$ cat config.mk
export PLATFORM = sky130hd
export DESIGN_NAME = fan_speed_sequencer
export DESIGN_NICKNAME = d
export VERILOG_FILES = /design/src/rtl/fan_speed_sequencer.sv
export SDC_FILE = /design/constraint.sdc
export NUM_CORES = 1
export LEC_CHECK = 0
export BUFFER_PORTS_ARGS = -buffer_cell sky130_fd_sc_hd__buf_2
export CAP_MARGIN = 25
export CORE_UTILIZATION = 40
export CTS_CLUSTER_SIZE = 16
export DETAILED_ROUTE_END_ITERATION = 10
export RECOVER_POWER = 100
export SLEW_MARGIN = 40
export SYNTH_ARGS = -nofsm -noshare
export SYNTH_HDL_FRONTEND = slang
export SYNTH_SLANG_ARGS = --single-unit
$ cat constraint.sdc
create_clock -name clk -period 5.58 [get_ports clk]
set_input_delay 0.558 -clock clk [delete_from_list [all_inputs] [get_ports clk]]
set_output_delay 0.558 -clock clk [all_outputs]
set_load 0.01 [all_outputs]
$ cat src/rtl/fan_speed_sequencer.sv
// fan_speed_sequencer: button-stepped fan speed levels with slew-limited PWM duty ramp
module fan_speed_sequencer #(
    parameter int PWM_BITS   = 8,
    parameter int PWM_DIV    = 100,
    parameter int RAMP_TICKS = 1_000_000,
    parameter int RAMP_STEP  = 8,
    parameter int LVL1       = 64,
    parameter int LVL2       = 128,
    parameter int LVL3       = 255
) (
    input  logic                clk,
    input  logic                reset_n,
    input  logic                btn_speed,
    input  logic                timer_off,
    input  logic                ovr_stop,
    output logic                pwm_out,
    output logic                motor_sw,
    output logic [2:0]          speed_led,
    output logic [PWM_BITS-1:0] duty,
    output logic                ramping
);
    localparam int RW = $clog2(RAMP_TICKS + 1);
    localparam int PW = $clog2(PWM_DIV + 1);
    localparam logic [PWM_BITS-1:0] CNT_MAX = ~PWM_BITS'(1);
    localparam logic [PWM_BITS-1:0] STEP = PWM_BITS'(RAMP_STEP);
    typedef enum logic [1:0] {IDLE, RAMP_UP, RUN, RAMP_DN} state_t;
    state_t              state, state_n;
    logic [1:0]          level, level_n;
    logic [PWM_BITS-1:0] duty_n, tgt, tgt_n, pwm_cnt;
    logic [PWM_BITS:0]   up_gap, dn_gap;
    logic [RW-1:0]       rdiv;
    logic [PW-1:0]       pdiv;
    logic                tick, pstep;

    function automatic logic [PWM_BITS-1:0] target_of(input logic [1:0] l);
        return l == 2'd1 ? PWM_BITS'(LVL1) : l == 2'd2 ? PWM_BITS'(LVL2) :
               l == 2'd3 ? PWM_BITS'(LVL3) : '0;
    endfunction

    // Next level, next duty and next FSM state; the ramp step always uses the current target
    always_comb begin
        tick    = rdiv == RW'(RAMP_TICKS - 1);
        pstep   = pdiv == PW'(PWM_DIV - 1);
        tgt     = target_of(level);
        up_gap  = {1'b0, tgt} - {1'b0, duty};
        dn_gap  = {1'b0, duty} - {1'b0, tgt};
        duty_n  = duty;
        if (tick && state == RAMP_UP)
            duty_n = up_gap <= {1'b0, STEP} ? tgt : duty + STEP;
        if (tick && state == RAMP_DN)
            duty_n = dn_gap <= {1'b0, STEP} ? tgt : duty - STEP;
        level_n = timer_off ? 2'd0 : btn_speed ? level + 2'd1 : level;
        if (ovr_stop) begin
            level_n = 2'd0;
            duty_n  = '0;
        end
        tgt_n   = target_of(level_n);
        state_n = (ovr_stop || (level_n == 2'd0 && duty_n == '0)) ? IDLE :
                  duty_n < tgt_n ? RAMP_UP : duty_n > tgt_n ? RAMP_DN : RUN;
    end

    // FSM state, level and duty registers
    always_ff @(posedge clk or negedge reset_n) begin
        if (!reset_n) begin
            state <= IDLE;
            level <= 2'd0;
            duty  <= '0;
        end else begin
            state <= state_n;
            level <= level_n;
            duty  <= duty_n;
        end
    end

    // Free-running ramp and PWM dividers plus the PWM period counter
    always_ff @(posedge clk or negedge reset_n) begin
        if (!reset_n) begin
            rdiv    <= '0;
            pdiv    <= '0;
            pwm_cnt <= '0;
        end else begin
            rdiv <= tick ? '0 : rdiv + 1'b1;
            pdiv <= pstep ? '0 : pdiv + 1'b1;
            if (pstep)
                pwm_cnt <= pwm_cnt == CNT_MAX ? '0 : pwm_cnt + 1'b1;
        end
    end

    // Registered outputs
    always_ff @(posedge clk or negedge reset_n) begin
        if (!reset_n) begin
            pwm_out   <= 1'b0;
            motor_sw  <= 1'b0;
            speed_led <= 3'b000;
            ramping   <= 1'b0;
        end else begin
            pwm_out   <= pwm_cnt < duty;
            motor_sw  <= level_n != 2'd0;
            speed_led <= level_n == 2'd0 ? 3'b000 : 3'b001 << (level_n - 2'd1);
            ramping   <= duty != tgt;
        end
    end
endmodule

Word level (Yosys, flattened, before mapping)
Cells that the tools add are included.
- bits of input ports: 5
- logic and storage cells: 65
- register bits after elaboration: 53
- output and inout bits: 14
- reductions and logical operators: 7
- $lt $le $gt $ge: 5
- eq/ne operators: 12
- mux-type cells: 21
- shifts and indexed selects: 1
- add/subtract/negate cells: 9
- operators by type and width (kind ; number):
    $mux W8 ; 12
    $add A20 B1 Y20 const B ; 1
    $eq A20 B20 Y1 const B ; 1
    $mux W20 ; 1
    $le A9 B4 Y1 const B ; 2
    $sub A8 B8 Y9 ; 2
    $lt A8 B8 Y1 ; 2
    $eq A2 B2 Y1 const B ; 5
    $mux W2 ; 5
    $add A8 B1 Y8 const B ; 1
    $add A8 B4 Y8 const B ; 1
    $eq A8 B8 Y1 const B ; 1
    $gt A8 B8 Y1 ; 1
    $logic_not A8 Y1 ; 1
    $ne A8 B8 Y1 ; 1
    $sub A8 B4 Y8 const B ; 1
    $add A7 B1 Y7 const B ; 1
    $eq A7 B7 Y1 const B ; 1
    $mux W7 ; 1
    $eq A2 B1 Y1 const B ; 3
    $logic_and A1 B1 Y1 ; 3
    $mux W3 ; 1
    $shl A1 B2 Y3 const A ; 1
    $add A2 B1 Y2 const B ; 1
    other kinds (5) ; 5

Depth between registers and ports, before layout
Gate-level depths: netlist of the first run.
- depth after elaboration: 14
- mapped depth: 23
- gate-level depth less buffers: 23

Worst setup path after synthesis of the first run
OpenSTA, ideal clock, no wires.
- path kind: register to register
- start point: register level[1]
- end point: register state[0]
- setup time: 0.082 ns
- data arrival time: 4.151 ns
- clock period less this slack: 4.232 ns
- slack: 1.348 ns
- required time: 5.498 ns
- stages on the path, launching flop included: 24
- buffers on the path: 1
- path through: dfrtp_1 > inv_1 > ha_1 > or2_2 > ha_1 > buf_2 > nand2_1 > a211o_1 > a2111oi_0 > a21o_1 > nand4b_4 > o32ai_2 > nor2_1 > a21oi_1 > nor2_1 > ha_1 > nor2b_1 > o21ai_0 > nand2b_1 > a21oi_1 > nor2_1 > a211oi_1 > nor3_1 > a31oi_1
- word-level cells in the longest chain between the ends: 14
- elaborated cells between the ends (all ways): 34
- classes of those cells: 3 x add/sub; 4 x order compare; 6 x eq/ne; 17 x mux; 4 x reduce/logical
- ends and longest elaborated chain (element ; RTL line ; source):
    start: declaration ; 28 ; logic [1:0] level, level_n;
    start signal: assignment ; 70 ; level <= level_n;
    $eq A2 B2 Y1 ; 37 ; l == 2'd3 ? PWM_BITS'(LVL3) : '0;
    $mux W8 ; 37 ;
    $mux W8 ; 36 ; return l == 2'd1 ? PWM_BITS'(LVL1) : l == 2'd2 ? PWM_BITS'(LVL2) :
    $mux W8 * ; 36 ;
    $sub A8 B8 Y9 ; 45 ; up_gap = {1'b0, tgt} - {1'b0, duty};
    $le A9 B4 Y1 ; 49 ; duty_n = up_gap <= {1'b0, STEP} ? tgt : duty + STEP;
    $mux W8 ; 49 ;
    $mux W8 ; 48 ; if (tick && state == RAMP_UP)
    $mux W8 * ; 50 ; if (tick && state == RAMP_DN)
    $mux W8 * ; 53 ; if (ovr_stop) begin
    via duty_n[1] ; 29 ; logic [PWM_BITS-1:0] duty_n, tgt, tgt_n, pwm_cnt;
    $gt A8 B8 Y1 / $logic_not A8 Y1 (equally long branches) ; 59, 58 ;
    $mux W1 / $logic_and A1 B1 Y1 (equally long branches) ; 59, 58 ;
    $mux W2 / $logic_or A1 B1 Y1 (equally long branches) ; 59, 58 ;
    $mux W2 * ; 58 ; state_n = (ovr_stop || (level_n == 2'd0 && duty_n == '0)) ? IDLE :
    via state_n[0] ; 27 ; state_t state, state_n;
    end signal: assignment ; 69 ; state <= state_n;
    end: declaration ; 27 ;
Mark *: on every way through the listed nets, which the timed path passes. The rest lies on a longest branch.
A chain may end at the register's enable or synchronous reset.

Final worst setup path of the first run
Ends and elaborated chain as after synthesis.

==> results by group, run 1 <==
Run status
  • Run status: complete, but fails checks
  • Failing checks: capacitance limit, slew limit

Route
  • DR vias/cell: 5.68
  • DRT Wirelength: 8.15 mm
  • Routed vias: 3066
  • DR DRC count: 0
  • Post-route ant nets: 0
  • Drt wl/cell: 15.1 um
  • Drt first pass iters: 4
  • DR iter-0 viols: 142

Clock tree
  • Total clock sinks: 53
  • Num CTS Buffers: 5
  • Clock tree buffer depth: 2
  • H-tree depth: 2
  • CTS tree: built
  • # Post-CTS Setup Buffers: 0
  • Clock transition at path regs: 0.11 ns
  • Post_cts resized: 0
  • Hold-fix buffers, CTS: 0
  • Clock root buffer: clkbuf_8
  • Clock Latency Late Sink: 0.31 ns

STA
  • Max_slew headroom: -0.950
  • Final setup fails: 0
  • Worst-Margin Slew: 2.92 ns
  • Period utilization: 0.857
  • Setup TNS: 0 ns
  • Hold Fails Final Rpt: 0
  • Setup Skew: 0.00992 ns
  • Tmin final: 4.78 ns
  • Max-slew violation count: 54
  • Fmax: 0.209 GHz
  • RSZ-0062 raised after global routing: false

Synthesis
  • Synth Area in Compound Gates: 0.180
  • Post-synth EDFFs: 0
  • Synth Register Bits: 53
  • Synth Flop Type: dfrtp_1
  • Area leader, netlist: dfrtp_1
  • Synth Area per Inst: 9.00 um2
  • Synth Area in Adders: 0.125
  • Share of synthesized registers carrying an async set or reset: 1.00
  • Mux contribution to synthesized area: 0.0121
  • Yosys Warn Count: 0
  • Mapped Area: 3710 um2
  • XOR/XNOR share of the synthesized area: 0.0779
  • Register area share after synthesis: 0.358
  • Netlist cell types: 59
  • Post-Synth Simple-Gate Area: 0.213
  • Top-area cell type share of the netlist area: 0.358
  • Post-Synthesis Cells: 412
  • Most frequent cells after synthesis: dfrtp_1, nor2_1, ha_1
  • Most common cell in the synthesized netlist: dfrtp_1
  • Main combinational cell family by area after synthesis: simple AND/OR/NAND/NOR gates
  • Top post-synthesis cells by area: dfrtp_1, ha_1, xnor2_1, nor2_1, nand2_1
  • Synth Net Count: 454

Finish
  • Fin nets: 473
  • Share of layout cells above drive strength 1: 0.0602
  • Synthesis-to-layout area growth: 7.29%
  • ANT cells: 0
  • Fin util: 0.450

Die
  • Placeable core area: 8850 um2
  • # IOs: 19
  • Starting Density: 0.419
  • Rows: 34
  • Die height: 98.3 um
  • Die area: 9660 um2
  • Die Width: 98.3 um

Worst setup path
  • Max incr delay on CP: 0.49 ns
  • CP Buf/Inv Count: 1
  • CP Depth: 22
  • Setup CP Type: flop to flop
  • Critical path's slowest cell: ha_1
  • Critical Path Fanout Max: 8
  • Arr. time, crit path: 5.03 ns
  • Startpoint types: flop
  • FF-to-FF path depth: 22
  • Critical-path cell list: inv_1 -> ha_1 -> or2_2 -> ha_1 -> nand2_1 -> a211o_1 -> a2111oi_0 -> a21o_1 -> nand4b_4 -> o32ai_2 -> nor2_1 -> a21oi_1 -> nor2_1 -> ha_1 -> nor2b_1 -> o21ai_0 -> nand2b_1 -> a21oi_1 -> nor2_1 -> a211oi_1 -> nor3_1 -> a31oi_1
  • Worst Path Required: 5.83 ns
  • Crit end category: flop
  • CP delay by family, top: compound AO/OA/AOI/OAI gates

GRT
  • Number of global-route vias before repair: 2984
  • First-pass GRT wire length: 14.1 mm
  • Global route overflow: 0
  • Pin count of the biggest net entering global routing: 54
  • Total track usage: 0.181
  • Number of antenna violations at the first check in global routing: 0

Worst hold path
  • Worst Hold Path Cells: 2
  • Worst Hold Class: input pin to flop

Power and ir drop
  • Leak pwr: 1.79 nW
  • Cell Pwr Density: 175 nW/um2
  • VDD IR max: 0.000112 V

Job
  • Max-cap violations: 1

Placed design
  • I/O Buffers: 18
  • Final Wtd Congestion: 0.938
  • Final HPWL from detailed placement: 6.18 mm
[area by class of cell]
cell class / instances / area, um2
Clock buffer: 5 / 68.8
Clock inverter: 3 / 26.3
Fill cell: 881 / 4870
Inverter: 23 / 86.3
Multi-Input combinational cell: 327 / 2250
Sequential cell: 53 / 1330
Tap cell: 108 / 135
Timing Repair Buffer: 21 / 85.1
[cells by family after synthesis]
| logic type | count (synthesis) |
|---|---|
| XOR/XNOR | 33 |
| flip-flops | 53 |
| AND/OR/NAND/NOR | 154 |
| multiplexers | 4 |
| buffers and inverters | 32 |
| AO/OA/AOI/OAI | 99 |
| adder cells (fa/ha/maj) | 37 |
[power by group]
| group | switching [mW] | internal (mW) | total (mW) |
|---|---|---|---|
| Sequential | 0.00304 | 0.388 | 0.391 |
| Combinational | 0.0479 | 0.0281 | 0.0760 |
| Clock | 0.138 | 0.0916 | 0.230 |
| Total | 0.189 | 0.507 | 0.697 |
[through the flow]
| stage | std cells | setup slack [ns] | total power [mW] | cell area, um2 | hold slack, ns |
|---|---|---|---|---|---|
| global placement | 532 | 1.02 | 0.474 | 3920 | 0.446 |
| finish | 540 | 0.799 | 0.697 | 3980 | 0.448 |
| CTS | 540 | 0.820 | 0.707 | 4010 | 0.391 |
| detailed placement | 532 | 0.835 | 0.475 | 3920 | 0.461 |
| global route | 540 | 0.368 | 0.732 | 3980 | 0.441 |
| floorplan | 412 | 1.35 | 0.451 | 3710 | 0.262 |
[worst paths after layout]
check / start / endpoint / slack [ns]
max in group asynchronous: reset_n / duty[7] / 2.65
worst max register to register: level[1] / state[0] / 0.80
min in group asynchronous: reset_n / ramping / 1.28
worst max-delay path: level[1] / state[0] / 0.80
worst min register to register: pdiv[0] / pdiv[0] / 0.47
worst min-delay path: timer_off / level[1] / 0.45
[per-layer routing]
layer,vias to the layer above,part of all wire,wire [um],global-route usage
met5,-,0,0,0
li1,1519,-,-,-
met2,65,0.44,3610,0.283
met3,14,0.041,331,0.0336
met4,0,0.014,118,0.0631
met1,1468,0.50,4090,0.253
[sequential cells by signal, indices dropped and copies added, names as in the netlist]
| register | flops |
|---|---|
| motor_sw | 1 |
| pwm_out | 1 |
| speed_led | 3 |
| rdiv | 20 |
| level | 2 |
| pwm_cnt | 8 |
| pdiv | 7 |
| ramping | 1 |
| duty | 8 |
| state | 2 |
[placed cells by master (no fill, tap or decap), drive strengths merged, types with 6 or more instances in the layout]
| cell type | synthesis | routed |
|---|---|---|
| a211oi | 6 | 6 |
| a21o | 10 | 10 |
| a21oi | 25 | 25 |
| clkbuf | 4 | 21 |
| dfrtp | 53 | 53 |
| ha | 37 | 37 |
| inv | 22 | 23 |
| nand2 | 35 | 35 |
| nand2b | 8 | 8 |
| nand3 | 17 | 17 |
| nand4 | 11 | 11 |
| nor2 | 41 | 41 |
| nor3 | 8 | 8 |
| o21ai | 25 | 25 |
| xnor2 | 20 | 20 |
| xor2 | 13 | 13 |
Power figures use the tool's default switching activity.
==> run 2: changes to the inputs <==
--- a/config.mk
+++ b/config.mk
@@ -7,9 +7,11 @@
 export LEC_CHECK = 0
 export BUFFER_PORTS_ARGS = -buffer_cell sky130_fd_sc_hd__buf_2
 export CAP_MARGIN = 25
-export CORE_UTILIZATION = 40
+export CORE_ASPECT_RATIO = 1.5
+export CORE_UTILIZATION = 62
 export CTS_CLUSTER_SIZE = 16
 export DETAILED_ROUTE_END_ITERATION = 10
+export PLACE_DENSITY = 0.82
 export RECOVER_POWER = 100
 export SLEW_MARGIN = 40
 export SYNTH_ARGS = -nofsm -noshare
==> results by group, run 2 (synthesis results as in run 1) <==
Clock tree
  • Post_cts resized: 0
  • Clock root buffer: clkbuf_8
  • Hold-fix buffers, CTS: 0
  • Clock transition at path regs: 0.10 ns
  • CTS tree: built
  • Total clock sinks: 53
  • H-tree depth: 2
  • Clock Latency Late Sink: 0.31 ns
  • Num CTS Buffers: 5
  • Clock tree buffer depth: 2
  • # Post-CTS Setup Buffers: 0

Worst setup path
  • Crit end category: flop
  • Critical Path Source: level[1]
  • Critical-path cell list: inv_1 -> ha_1 -> or2_2 -> ha_1 -> nand2_1 -> a211o_1 -> a2111oi_0 -> a21o_1 -> nand4b_1 -> o32ai_2 -> nor2_1 -> a21oi_1 -> nor2_1 -> ha_1 -> nor2b_1 -> o21ai_0 -> nand2b_1 -> a21oi_1 -> nor2_1 -> a211oi_1 -> nor3_1 -> a31oi_1
  • Setup CP Type: flop to flop
  • CP Buf/Inv Count: 1
  • Worst r2r dst: state[0]
  • Critical path's slowest cell: ha_1
  • Worst flop-to-flop path startpoint: level[1]
  • Arr. time, crit path: 5.26 ns
  • Startpoint types: flop
  • CP Depth: 22
  • Critical Path Fanout Max: 8
  • Worst Path Required: 5.80 ns
  • FF-to-FF path depth: 22
  • CP delay by family, top: compound AO/OA/AOI/OAI gates
  • Max incr delay on CP: 0.47 ns
  • R2r setup slk: 0.54 ns

Die
  • Placeable core area: 5790 um2
  • # IOs: 19
  • Die area: 6300 um2
  • Die height: 96.7 um
  • Die Width: 65.2 um
  • Rows: 34
  • Starting Density: 0.641

Worst hold path
  • Worst Hold Path Cells: 2
  • Hold wc startpoint: timer_off
  • End point of the worst hold path: level[1]
  • Worst Hold Class: input pin to flop

STA
  • RSZ-0062 raised after global routing: false
  • Fmax: 0.198 GHz
  • Period utilization: 0.903
  • Max_slew headroom: -0.824
  • Setup Skew: 0.00970 ns
  • Setup TNS: 0 ns
  • Max-slew violation count: 54
  • Tmin final: 5.04 ns
  • Worst-Margin Slew: 2.74 ns
  • Hold Fails Final Rpt: 0
  • Final setup fails: 0

Finish
  • Synthesis-to-layout area growth: 5.46%
  • Reg area: 1330 um2
  • Max reg flops: 20
  • Register with the most flip-flops: rdiv
  • Fill cells: 487
  • Largest registers: rdiv x20, duty x8, pwm_cnt x8
  • ANT cells: 0
  • Share of layout cells above drive strength 1: 0.0557
  • Area of the multi-input gates: 2240 um2
  • Fin nets: 472
  • Commonest non-fill, non-tap cell in the layout: dfrtp_1
  • Commonest cells after routing, fill and taps aside: dfrtp_1, nor2_1, ha_1, nand2_1

Route
  • Drt first pass iters: 5
  • DR vias/cell: 6.24
  • Drt wl/cell: 17.0 um
  • DR DRC count: 0
  • Routed vias: 3139
  • DRT Wirelength: 8.58 mm
  • DR iter-0 viols: 180
  • Post-route ant nets: 0

Power and ir drop
  • Cell Pwr Density: 174 nW/um2
  • Total power: 680 uW
  • Leak pwr: 1.78 nW
  • VDD IR max: 0.000180 V

Placed design
  • Final HPWL from detailed placement: 6.54 mm
  • Final Wtd Congestion: 0.911
  • I/O Buffers: 18

GRT
  • Number of global-route vias before repair: 3135
  • Pin count of the biggest net entering global routing: 54
  • Global route overflow: 0
  • Number of antenna violations at the first check in global routing: 0
  • Total track usage: 0.289
  • First-pass GRT wire length: 14.2 mm

Job
  • Max-cap violations: 1

Run status
  • Run status: complete, but fails checks
  • Failing checks: capacitance limit, slew limit
run 2: cell type report:
type                            count  area share
Timing Repair Buffer               20      0.0205
Clock buffer                        6      0.0185
Multi-Input combinational cell    327       0.573
Sequential cell                    53       0.339
Clock inverter                      2     0.00352
Inverter                           23      0.0221
Tap cell                           72      0.0230
run 2: worst register-to-register path, stage by stage, from the launching register on:
cell and delay, ns:
dfrtp_1 0.45, inv_1 0.09, ha_1 0.19, or2_2 0.33
ha_1 0.47, nand2_1 0.16, a211o_1 0.31, a2111oi_0 0.39
a21o_1 0.14, nand4b_1 0.34, o32ai_2 0.36, nor2_1 0.08
a21oi_1 0.13, nor2_1 0.07, ha_1 0.31, nor2b_1 0.13
o21ai_0 0.15, nand2b_1 0.08, a21oi_1 0.14, nor2_1 0.05
a211oi_1 0.30, nor3_1 0.09, a31oi_1 0.18
run 2: stage by stage:
stage	hold slack [ns]	util	instances	setup WS (ns)	cell area, um2
CTS	0.378	0.683	503	0.756	3950
finish	0.467	0.676	503	0.539	3910
global placement	0.458	0.668	495	1.03	3870
global route	0.476	0.676	503	0.255	3910
floorplan	0.262	-	412	1.35	3710
detailed placement	0.462	0.668	495	0.830	3870
run 2: how the worst max path moves through the flow:
stage	end	slack, ns
2_1_floorplan	state[0]	1.35
3_3_place_gp	state[0]	1.03
3_5_place_dp	state[0]	0.83
4_1_cts	state[0]	0.76
5_1_grt	state[0]	0.25
6_report	state[0]	0.54
run 2: power breakdown:
group | switching, mW | internal (mW) | leakage, nW
clock network | 0.124 | 0.0896 | 0.0456
registers | 0.00337 | 0.388 | 0.707
logic | 0.0488 | 0.0263 | 1.03
run 2: layer usage:
layer | vias to the layer above | wire length [um] | global-route usage
li1 | 1516 | - | -
met1 | 1495 | 3420 | 0.340
met2 | 98 | 4570 | 0.505
met3 | 30 | 310 | 0.0413
met4 | 0 | 274 | 0.130
met5 | - | 0 | 0
